`src/rtl/vehicle_counter_pkg.sv`:
```
// Shared types and constants for the vehicle counter: FSM encoding, lane
// indices, counter widths and the saturating total helper.
package vehicle_counter_pkg;

  typedef enum logic [1:0] {
    ST_IDLE  = 2'd0,
    ST_COUNT = 2'd1,
    ST_LATCH = 2'd2
  } state_t;

  typedef enum logic [1:0] {
    LANE_M1 = 2'd0,
    LANE_M2 = 2'd1,
    LANE_MT = 2'd2,
    LANE_S  = 2'd3
  } lane_t;

  localparam int N_LANES = 4;
  localparam int CNT_W   = 5;
  localparam int SUM_W   = 7;
  localparam logic [CNT_W-1:0] CNT_SAT = 5'd31;

  // Clamp the 7-bit lane sum to the 5-bit output range.
  function automatic logic [CNT_W-1:0] sat_total(input logic [SUM_W-1:0] sum);
    return (sum > SUM_W'(CNT_SAT)) ? CNT_SAT : sum[CNT_W-1:0];
  endfunction

endpackage

```
`src/rtl/sensor_sync_edge.sv`:
```
// One lane: 2-flop synchronizer followed by a registered rising-edge detector.
// Edges are suppressed until the pipeline has refilled after reset.
module sensor_sync_edge (
  input  logic clk,
  input  logic rst,
  input  logic sensor,
  output logic edge_det
);

  logic [1:0] sync_q;
  logic       prev_q;
  logic [2:0] arm_q;

  // arm_q keeps a level held high across reset release from reading as an edge.
  always_ff @(posedge clk or negedge rst) begin
    if (!rst) begin
      sync_q   <= '0;
      prev_q   <= 1'b0;
      arm_q    <= '0;
      edge_det <= 1'b0;
    end else begin
      sync_q   <= {sync_q[0], sensor};
      prev_q   <= sync_q[1];
      arm_q    <= {arm_q[1:0], 1'b1};
      edge_det <= sync_q[1] & ~prev_q & arm_q[2];
    end
  end

endmodule

```
`src/rtl/vehicle_counter.sv`:
```
// Windowed vehicle counter: per-lane saturating counters over a fixed window,
// latching a saturated total and the busiest lane at the end of each window.
module vehicle_counter
  import vehicle_counter_pkg::*;
#(
  parameter int WINDOW_CYCLES = 1000
) (
  input  logic       clk,
  input  logic       rst,
  input  logic       en,
  input  logic [3:0] sensor,
  output logic [4:0] NO_of_vehical,
  output logic       count_valid,
  output logic [1:0] lane_max,
  output state_t     state_dbg
);

  localparam logic [15:0] TIMER_LAST = 16'(WINDOW_CYCLES - 1);

  state_t                            state_q, state_d;
  logic [N_LANES-1:0]                edge_det;
  logic [N_LANES-1:0][CNT_W-1:0]     lane_cnt;
  logic [15:0]                       timer_q;
  logic [SUM_W-1:0]                  sum;
  logic [1:0]                        max_idx;
  logic [CNT_W-1:0]                  max_val;

  for (genvar gi = 0; gi < N_LANES; gi++) begin : g_lane
    sensor_sync_edge u_sync (
      .clk      (clk),
      .rst      (rst),
      .sensor   (sensor[gi]),
      .edge_det (edge_det[gi])
    );
  end

  always_ff @(posedge clk or negedge rst) begin
    if (!rst) state_q <= ST_IDLE;
    else      state_q <= state_d;
  end

  always_comb begin
    state_d = state_q;
    case (state_q)
      ST_IDLE:  if (en) state_d = ST_COUNT;
      ST_COUNT: begin
        if (!en)                         state_d = ST_IDLE;
        else if (timer_q == TIMER_LAST)  state_d = ST_LATCH;
      end
      ST_LATCH: state_d = en ? ST_COUNT : ST_IDLE;
      default:  state_d = ST_IDLE;
    endcase
  end

  // Total and busiest lane; strict '>' keeps the lowest index on ties.
  always_comb begin
    sum     = '0;
    max_idx = LANE_M1;
    max_val = lane_cnt[LANE_M1];
    for (int i = 0; i < N_LANES; i++) sum = sum + SUM_W'(lane_cnt[i]);
    for (int i = 1; i < N_LANES; i++) begin
      if (lane_cnt[i] > max_val) begin
        max_val = lane_cnt[i];
        max_idx = 2'(i);
      end
    end
  end

  always_ff @(posedge clk or negedge rst) begin
    if (!rst) begin
      timer_q  <= '0;
      lane_cnt <= '0;
    end else begin
      case (state_q)
        ST_COUNT: begin
          if (!en) begin
            timer_q  <= '0;
            lane_cnt <= '0;
          end else begin
            timer_q <= timer_q + 16'd1;
            for (int i = 0; i < N_LANES; i++)
              if (edge_det[i] && lane_cnt[i] != CNT_SAT) lane_cnt[i] <= lane_cnt[i] + 1'b1;
          end
        end
        // Edges arriving during LATCH open the next window.
        ST_LATCH: begin
          timer_q <= '0;
          for (int i = 0; i < N_LANES; i++) lane_cnt[i] <= CNT_W'(edge_det[i]);
        end
        default: begin
          timer_q  <= '0;
          lane_cnt <= '0;
        end
      endcase
    end
  end

  always_ff @(posedge clk or negedge rst) begin
    if (!rst) begin
      NO_of_vehical <= '0;
      lane_max      <= '0;
      count_valid   <= 1'b0;
    end else begin
      count_valid <= (state_q == ST_LATCH);
      if (state_q == ST_LATCH) begin
        NO_of_vehical <= sat_total(sum);
        lane_max      <= max_idx;
      end
    end
  end

  assign state_dbg = state_q;

endmodule

```
`config.mk`:
```
export PLATFORM = sky130hd
export DESIGN_NAME = vehicle_counter
export DESIGN_NICKNAME = d
export VERILOG_FILES = /design/src/rtl/vehicle_counter_pkg.sv /design/src/rtl/sensor_sync_edge.sv /design/src/rtl/vehicle_counter.sv
export SDC_FILE = /design/constraint.sdc
export NUM_CORES = 1
export LEC_CHECK = 0
export CAP_MARGIN = 10
export CELL_PAD_IN_SITES_DETAIL_PLACEMENT = 1
export CELL_PAD_IN_SITES_GLOBAL_PLACEMENT = 1
export CORE_MARGIN = 2
export CORE_UTILIZATION = 45
export CTS_BUF_LIST = sky130_fd_sc_hd__clkbuf_8
export DETAILED_ROUTE_END_ITERATION = 6
export HOLD_SLACK_MARGIN = 0.15
export PLACE_DENSITY = 0.85
export SETUP_SLACK_MARGIN = 0.15
export SYNTH_ARGS = -nofsm -noshare
export SYNTH_HDL_FRONTEND = slang
export SYNTH_SLANG_ARGS = --single-unit
```
`constraint.sdc`:
```
create_clock -name clk -period 4.35 [get_ports clk]
set_input_delay 0.87 -clock clk [delete_from_list [all_inputs] [get_ports clk]]
set_output_delay 0.87 -clock clk [all_outputs]
set_load 0.05 [all_outputs]
```
# Word-level counts from Yosys, hierarchy flattened
# Cells that the tools add are included.
[word_totals]
register_bits = 74
inputBits = 7
out_inout_bits = 10
wordCells = 87
[op_classes]
add_sub_neg = 8
n_lt_le_gt_ge = 4
n_eq_ne = 13
n_mux = 19
n_bitwise = 12
reduce_logical = 6
[op_table]
columns = ["operator", "n"]
rows = [
  ["case mux 20 bit (2 select lines)", 1],
  ["2-to-1 mux 5 bit", 7],
  ["2-to-1 mux 16 bit", 2],
  ["adder 5 x 1 -> 5 bit, second input constant", 4],
  ["2-to-1 mux 20 bit", 1],
  ["!= test 5 bit, second input constant", 4],
  ["adder 16 x 1 -> 16 bit, second input constant", 1],
  ["equality test 16 x 10 -> 1 bit, second input constant", 1],
  ["greater-than comparator 5 bit", 3],
  ["!= test 3 bit, second input constant", 5],
  ["2-to-1 mux 2 bit", 5],
  ["bitwise AND 1 bit", 8],
  ["adder 6 x 5 -> 7 bit", 1],
  ["adder 7 x 5 -> 7 bit", 1],
  ["greater-than comparator 7 x 5 -> 1 bit, second input constant", 1],
  ["adder 5 x 5 -> 6 bit", 1],
  ["case mux 2 bit (3 select lines)", 1],
  ["logical AND 1 bit", 4],
  ["inverter 1 bit", 4],
  ["equality test 2 x 1 -> 1 bit, second input constant", 1],
  ["equality test 2 bit, second input constant", 1],
  ["zero test 2 bit", 1],
  ["2-to-1 mux 1 bit", 2],
  ["!= test 2 bit, second input constant", 1],
  ["AND reduction 2 bit", 1],
]

# Longest topological paths before layout
# Gate-level depths: netlist of run 1.
[depth]
depth_word = 6
mapped_depth = 18
ltp_nobuf = 17

# By module
# From an unflattened synthesis of run 1, not the netlist that was laid out.
[unflattened]
cells_unflattened = 353
hier_area_um2 = 3891.2
[by_module_without_submodules]
columns = ["module", "n_inst", "cells_each", "area_per_inst_um2", "seq_area_each_um2"]
rows = [
  ["vehicle_counter", 1, 317, 3140.5, 1151.1],
  ["sensor_sync_edge", 4, 9, 187.7, 175.2],
]

# Worst setup path after synthesis of run 1
# Ideal clock, no wire load.
[synth_path]
path_type = "register -> register"
start = "register lane_cnt[2] (netlist bit)"
end = "register lane_max[0]"
t_arrival_ns = 3.709
path_slack_ns = 0.500
stages_incl_launch_ff = 18
path_buffers = 1
period_less_slack_ns = 3.850
cell_sequence = "dfrtp_1 -> inv_1 -> ha_1 -> a211oi_1 -> o221ai_2 -> o21ai_2 -> mux2i_1 -> ha_1 -> a21o_1 -> a21o_1 -> a221oi_4 -> or2_1 -> buf_6 -> mux2_4 -> ha_1 -> inv_1 -> o22ai_1 -> a31oi_1"
[synth_between]
elab_chain_cells = 6
elab_cells_between_ends = 8
[synth_lines]
columns = ["element", "line", "text"]
rows = [
  ["start: declaration", "vehicle_counter.sv:22", "logic [N_LANES-1:0][CNT_W-1:0] lane_cnt;"],
  ["start signal: assignment", "vehicle_counter.sv:72", "lane_cnt <= '0;"],
  ["start signal: assignment", "vehicle_counter.sv:78", "lane_cnt <= '0;"],
  ["start signal: assignment", "vehicle_counter.sv:92", "lane_cnt <= '0;"],
  ["greater-than comparator 5 bit", "vehicle_counter.sv:62", "if (lane_cnt[i] > max_val) begin"],
  ["2-to-1 mux 5 bit", "vehicle_counter.sv:62", ""],
  ["greater-than comparator 5 bit", "vehicle_counter.sv:62", ""],
  ["2-to-1 mux 5 bit", "vehicle_counter.sv:62", ""],
  ["greater-than comparator 5 bit", "vehicle_counter.sv:62", ""],
  ["2-to-1 mux 2 bit (*)", "vehicle_counter.sv:62", ""],
  ["end signal: assignment", "vehicle_counter.sv:107", "lane_max <= max_idx;"],
  ["end: declaration", "vehicle_counter.sv:14", "output logic [1:0] lane_max,"],
]
# Every way passes the cells marked *; elsewhere a longest branch is shown, timed or not.
# A chain may end at the register's enable or synchronous reset.

# Worst setup path after layout of run 1
[layout_path]
start = "register lane_cnt[3] (netlist bit)"
end = "register lane_max[0]"
# The elaborated chain is that of the path after synthesis.

==> run summary, run 1 <==
- Post-synth EDFFs: 0
- cell at the root of the clock tree: clkbuf_8
- fraction of power spent switching nets: 29.3%
- worst-case headroom to the max-slew limit: 45.2%
- reg-to-reg startpoint: lane_cnt[3]
- max-cap violations: 0
- antenna violations before repair: 0
- full die area: 0.00880 sq mm
- post-cts hold buffer count: 0
- total count of hold-check failures in the final report: 0
- Mapped Cells: 342
- Final Non-Filler Cells: 474
- cell leakage power: 1.96 nW
- final number of max-transition violations: 0
- cell types occupying the most area after synthesis: dfrtp_1 45%, ha_1 12%, fa_1 5.5%, nand3_1 3.3%, nor2_1 3.3%
- primary flip-flop cell chosen by synthesis mapping: dfrtp_1
- Overall Power: 1.34 mW
- Period Utilization, post-route: 91.9%
- DP Cell Count: 458
- power per cell area: 324 mW/mm^2
- clock buffer depth: 2
- Total Wirelength: 8200 microns
- floorplan row count: 32
- ordered cell list for the critical path: inv_1 > ha_1 > nand4_1 > buf_4 > o21ai_4 > mux2i_2 > ha_1 > a21o_1 > a21o_1 > a221oi_4 > or2_4 > mux2_4 > ha_1 > inv_1 > o22ai_1 > a31oi_1
- Initial Utilization: 46.7%
- GR Util All Layers: 21.0%
- via count of the first global-routing pass: 2901
- flops & latches, synth: 65
- clock tree from TritonCTS: yes
- 1st-pass router iterations: 4
- largest stage delay on the critical path: 430 ps
- # port buffers: 16
- chip height: 93.8 microns
- share of layout cells above drive strength 1: 10.8%
- worst-case register-to-register setup slack: 350 ps
- Tmin final: 4000 ps
- Placer Congestion: 0.874
- post-route DRC violation count: 0
- met1 track demand over resource: 27.8%
- met3 track utilization from global routing: 4.09%
- data arrival time at the worst-slack endpoint: 4190 ps
- placed standard-cell area: 0.00392 sq mm
- remaining global-route overflow: 0
- CP Max Fanout: 7
- Sequential Power Share: 47.9%
- Distinct cells, synth: 44
- post-synthesis async set-or-reset flop share: 100%
- Worst R2R Path Depth: 16
- clock latency at the later pin of the worst-skew pair: 340 ps
- share of total power in combinational logic: 15.9%
- Layout Cell Area excl Fill: 0.00414 sq mm
- final worst clock skew: 17.3 ps
- synthesis-to-layout area growth: 14.0%
- register clock-pin slew on the reported worst setup and hold paths: 80 ps
- synthesized area per cell: 10.6 sq um
- end of the worst register-to-register path: lane_max[0]
- sequential share of the synthesized area: 44.8%
- required time of the worst setup path: 4540 ps
- final hold slack: 356 ps
- core area: 0.00777 sq mm
- final net count: 419
- kind of start point of the critical path: register
- class of the tightest hold or removal check: register to register
- most crowded layer after global routing: met2
- cell internal power dissipation: 948 uW
- Mapped Nets: 393
- Avg Vias per Cell: 5.63
- start point of the critical path: lane_cnt[3]
- largest net degree at the start of global routing: 66
- VDD IR max: 0.304 mV
- cell with the most instances on the worst path: ha_1
- global routing usage on met2: 35.8%
- post-synthesis instance area: 0.00363 sq mm
- number of cells on the worst hold path: 0
- Synthesis Warnings: 0
- setup violation total in the final timing report: 0
- antenna-violating nets left: 0
- I/O pin total: 17
- Clock Power Share: 36.2%
- outcome: complete, no violations
- reported net switching power: 393 uW
- Least-Margin Pin Slew: 823 ps
- global-route wire length before repair: 14300 microns
- horizontal die dimension: 93.8 microns
- CTS sink cnt: 65
- area share of the largest cell type after synthesis: 44.8%
- detailed placement HPWL: 6040 microns
- cell accounting for the most synthesized area: dfrtp_1
- category of the worst setup path capture point: register
- unrepaired setup endpoints after global routing: false
- slowest stage cell, crit path: dfrtp_2
- CTS Buf Count: 9
- ant diodes: 0
- maximum frequency from static timing analysis: 0.250 GHz
- accumulated negative setup slack: 0 ps
- worst setup path endpoint: lane_max[0]
- number of DRC markers in iteration 0: 100
- maximum level of the CTS H-tree: 3
- start-to-end type of the worst setup path: register to register
- Vias: 2667
- wire per inst: 17.3 microns
layout by cell type (no fill, tap or decap), drive strengths merged, types with 5 or more instances in the layout:
master / count
nand3: 24
clkbuf: 9
nor3: 8
o22a: 5
ha: 34
o21ai: 12
nand2: 21
and3: 7
a21o: 10
a21oi: 16
xnor2: 6
mux2i: 6
dfrtp: 65
buf: 8
inv: 15
nor2: 32
a22oi: 7
nor2b: 6
fa: 10
xor2: 9
clkdlybuf4s50: 15
o31ai: 7
layout make-up:
type                    count  area [sq um]
multi-input cells         255          1930
fillers                   864          3630
clock inverters             6          61.3
well taps                 102           128
inverters                  14          52.6
repair buffers             23           208
clock buffers               9           124
flip-flops and latches     65          1630
sequential cells by signal (all words and copies together), names as in the netlist:
signal,count
lane_cnt,20
NO_of_vehical,5
state_dbg,2
g_lane.u_sync.edge_det,4
g_lane.u_sync.arm_q,3
lane_max,2
g_lane.u_sync.sync_q,8
timer_q,16
count_valid,1
g_lane.u_sync.prev_q,4
kinds of logic after synthesis:
kind of cell	count (synthesis)	share of synthesized area, %
flip-flops	65	44.8
other	1	0.103
AND/OR/NAND/NOR	118	15.9
XOR/XNOR	15	3.62
buffers and inverters	22	2.48
multiplexers	9	2.69
adder cells (fa/ha/maj)	44	17.2
AO/OA/AOI/OAI	68	13.1
synthesized netlist by cell type (all sizes together), types with 4 or more instances:
cell,count
a21o,10
a21oi,16
a22oi,7
and3,7
clkbuf,7
dfrtp,65
fa,10
ha,34
inv,14
mux2i,6
nand2,21
nand2b,4
nand3,24
nor2,32
nor2b,6
nor3,8
o21ai,12
o22a,5
o31ai,7
xnor2,6
xor2,9
routing by layer:
layer | vias up | share of wire, %
met2 | 25 | 51
met4 | 0 | 0.93
li1 | 1270 | -
met3 | 7 | 2.0
met1 | 1365 | 46
met5 | - | 0
how the worst min path moves through the flow:
stage | start | endpoint
after global routing | g_lane[3].u_sync.arm_q[0] | g_lane[3].u_sync.arm_q[1]
after CTS | g_lane[3].u_sync.arm_q[0] | g_lane[3].u_sync.arm_q[1]
final | g_lane[3].u_sync.arm_q[0] | g_lane[3].u_sync.arm_q[1]
after detailed placement | g_lane[3].u_sync.arm_q[0] | g_lane[3].u_sync.arm_q[1]
after global placement | g_lane[0].u_sync.sync_q[0] | g_lane[0].u_sync.sync_q[1]
after floorplan | g_lane[3].u_sync.arm_q[1] | g_lane[0].u_sync.arm_q[2]
repair_timing:
| item | 4_1_cts | 5_1_grt |
|---|---|---|
| endpoints found under the setup margin | 1 | 2 |
| buffers inserted | 0 | 1 |
| endpoints found under the hold margin | 0 | 0 |
| gates resized for setup | 1 | 9 |
| pin swaps | 0 | 3 |
through the flow:
stage	worst slack (ps)	utilization, %
after global placement	433	50.5
after CTS	160	52.9
after global routing	138	53.2
after floorplan	500	-
after detailed placement	154	50.5
final	351	53.2
critical path, delay by kind of cell, from the launching register on:
kind	cells	cell delay (ps)
buf+inv	3	280
flops	1	430
fa+ha+maj	3	860
simple gates	2	370
compound gates	6	1320
mux	2	580
power groups by stage:
stage                     clock network, mW  logic (mW)  registers [mW]
after floorplan                           0       0.125           0.665
after global placement                    0       0.200           0.651
after detailed placement                  0       0.210           0.653
after CTS                             0.501       0.213           0.642
after global routing                  0.525       0.237           0.645
final                                 0.486       0.213           0.642
Power figures use the tool's default switching activity.
==> run 2: changes to the inputs <==
--- a/config.mk
+++ b/config.mk
@@ -5,7 +5,7 @@
 export SDC_FILE = /design/constraint.sdc
 export NUM_CORES = 1
 export LEC_CHECK = 0
-export CAP_MARGIN = 10
+export CAP_MARGIN = 0
 export CELL_PAD_IN_SITES_DETAIL_PLACEMENT = 1
 export CELL_PAD_IN_SITES_GLOBAL_PLACEMENT = 1
 export CORE_MARGIN = 2
==> results of run 2 <==
Same layout as run 1: the final DEF is identical, and so are final timing and power.
==> run 3: changes to the inputs <==
--- a/config.mk
+++ b/config.mk
@@ -13,7 +13,7 @@
 export CTS_BUF_LIST = sky130_fd_sc_hd__clkbuf_8
 export DETAILED_ROUTE_END_ITERATION = 6
 export HOLD_SLACK_MARGIN = 0.15
-export PLACE_DENSITY = 0.85
+export PLACE_DENSITY_LB_ADDON = 0.12
 export SETUP_SLACK_MARGIN = 0.15
 export SYNTH_ARGS = -nofsm -noshare
 export SYNTH_HDL_FRONTEND = slang
==> run summary, run 3 (same netlist as run 1, synthesis figures left out) <==
- max FFs per register: 20
- CP Max Fanout: 7
- Tmin final: 4000 ps
- Avg Vias per Cell: 5.57
- clock buffer depth: 2
- Vias: 2664
- start-to-end type of the worst setup path: register to register
- end of the worst register-to-register path: lane_max[0]
- # port buffers: 16
- Total Wirelength: 8040 microns
- largest net degree at the start of global routing: 47
- reg-to-reg startpoint: lane_cnt[8]
- 1st-pass router iterations: 4
- met1 track demand over resource: 28.8%
- start point of the critical path: lane_cnt[8]
- cell internal power dissipation: 909 uW
- wire per inst: 16.8 microns
- reported net switching power: 408 uW
- GR Util All Layers: 20.3%
- CTS Buf Count: 9
- slowest stage cell, crit path: dfrtp_1
- worst setup path endpoint: lane_max[0]
- I/O pin total: 17
- final net count: 422
- Clock Power Share: 35.0%
- detailed placement HPWL: 5870 microns
- global routing usage on met2: 32.3%
- outcome: complete, no violations
- cell at the root of the clock tree: clkbuf_8
- post-route DRC violation count: 0
- Final Non-Filler Cells: 478
- power per cell area: 319 mW/mm^2
- biggest registers after layout: lane_cnt x20, timer_q x16, g_lane.u_sync.sync_q x8
- clock tree from TritonCTS: yes
- antenna violations before repair: 0
- setup violation total in the final timing report: 0
- largest stage delay on the critical path: 480 ps
- CTS sink cnt: 65
- Worst R2R Path Depth: 15
- share of total power in combinational logic: 16.4%
- DP Cell Count: 461
- synthesis-to-layout area growth: 13.9%
- met3 track utilization from global routing: 3.69%
- data arrival time at the worst-slack endpoint: 4180 ps
- VDD IR max: 0.243 mV
- max-cap violations: 0
- class of the tightest hold or removal check: register to register
- horizontal die dimension: 93.8 microns
- unrepaired setup endpoints after global routing: false
- category of the worst setup path capture point: register
- kind of start point of the critical path: register
- cell with the most instances on the worst path: ha_1
- most common cell after layout, fill and taps aside: dfrtp_1
- number of DRC markers in iteration 0: 91
- ant diodes: 0
- global-route wire length before repair: 13800 microns
- total count of hold-check failures in the final report: 0
- ordered cell list for the critical path: ha_1 > nand4_1 > o221ai_2 > o21ai_2 > mux2i_1 > ha_1 > a21o_1 > a21o_1 > a221oi_4 > or2_4 > mux2_4 > ha_1 > inv_1 > o22ai_1 > a31oi_1
- worst-case headroom to the max-slew limit: 41.6%
- maximum frequency from static timing analysis: 0.250 GHz
- share of layout cells above drive strength 1: 10.6%
- clock latency at the later pin of the worst-skew pair: 340 ps
- fraction of power spent switching nets: 31.0%
- final worst clock skew: 19.1 ps
- cell leakage power: 1.98 nW
- maximum level of the CTS H-tree: 3
- register clock-pin slew on the reported worst setup and hold paths: 90 ps
- highest-count cells in the layout ignoring fill and taps: 63 x dfrtp_1, 34 x ha_1, 32 x nor2_1, 24 x nand3_1, 21 x nand2_1
- accumulated negative setup slack: 0 ps
- core area: 0.00777 sq mm
- floorplan row count: 32
- Placer Congestion: 0.813
- Period Utilization, post-route: 91.9%
- final number of max-transition violations: 0
- antenna-violating nets left: 0
- required time of the worst setup path: 4540 ps
- Largest Register: lane_cnt
- chip height: 93.8 microns
- remaining global-route overflow: 0
- full die area: 0.00880 sq mm
- most crowded layer after global routing: met2
- via count of the first global-routing pass: 2844
- Sequential Power Share: 48.6%
- Initial Utilization: 46.7%
- worst-case register-to-register setup slack: 350 ps
- Least-Margin Pin Slew: 873 ps
==> run 3: changes by cell type in the layout (fill, tap and decap cells not counted), moves of 2 or more <==
cell        before  now
dfrtp_2          4    2
buf_4            7   10
clkinvlp_4       0    2
dfrtp_1         61   63
==> run 3: power by group through the flow <==
stage | registers, mW | logic, mW | clock network [mW]
2_1_floorplan | 0.665 | 0.125 | 0
3_3_place_gp | 0.650 | 0.212 | 0
3_5_place_dp | 0.651 | 0.216 | 0
4_1_cts | 0.641 | 0.218 | 0.474
5_1_grt | 0.644 | 0.242 | 0.493
6_report | 0.640 | 0.215 | 0.461
==> run 3: layout make-up <==
cell class                 instances  area, sq um
sequential                        65         1630
clock buffer                      10          138
tap                              102          128
multi-input combinational        255         1920
clock inverter                     6         36.3
fill                             884         3630
inverter                          14         52.6
timing repair buffer              26          230
==> run 3: routing by layer <==
metal  up-vias  wire length, microns
li1       1275                     -
met5         -                     0
met2        28                  3820
met3         4                   153
met4         0                    31
met1      1357                  4040
==> run 3: worst max-delay path, delay by kind of cell (launching register included) <==
kind	cells	cell delay, ps
compound gates	7	1510
fa+ha+maj	3	890
mux	2	540
flops	1	480
simple gates	2	380
buf+inv	1	40
==> run 3: worst min path at each step <==
stage / startpoint / end / cells after the start
floorplan: g_lane[3].u_sync.arm_q[1] / g_lane[0].u_sync.arm_q[2] / 0
global placement: g_lane[3].u_sync.arm_q[1] / g_lane[0].u_sync.arm_q[2] / 0
detailed placement: g_lane[0].u_sync.sync_q[0] / g_lane[0].u_sync.sync_q[1] / 0
CTS: g_lane[0].u_sync.sync_q[0] / g_lane[0].u_sync.sync_q[1] / 0
global route: g_lane[3].u_sync.arm_q[1] / g_lane[0].u_sync.arm_q[2] / 0
finish: g_lane[3].u_sync.arm_q[1] / g_lane[0].u_sync.arm_q[2] / 0
==> run 3: metrics by stage <==
stage	power, mW	hold WS, ps	setup slack, ps	instance area [sq um]	utilization, %
2_1_floorplan	0.790	331	500	3630	-
3_3_place_gp	0.862	334	394	3940	50.7
3_5_place_dp	0.867	336	206	3940	50.7
4_1_cts	1.33	352	219	4120	53.0
5_1_grt	1.38	360	128	4130	53.2
6_report	1.32	351	352	4130	53.2
==> run 3: what timing repair did <==
action,4_1_cts,5_1_grt
hold buffers,0,0
setup buffers,0,1
setup endpoints to repair,0,2
resized for setup,0,5
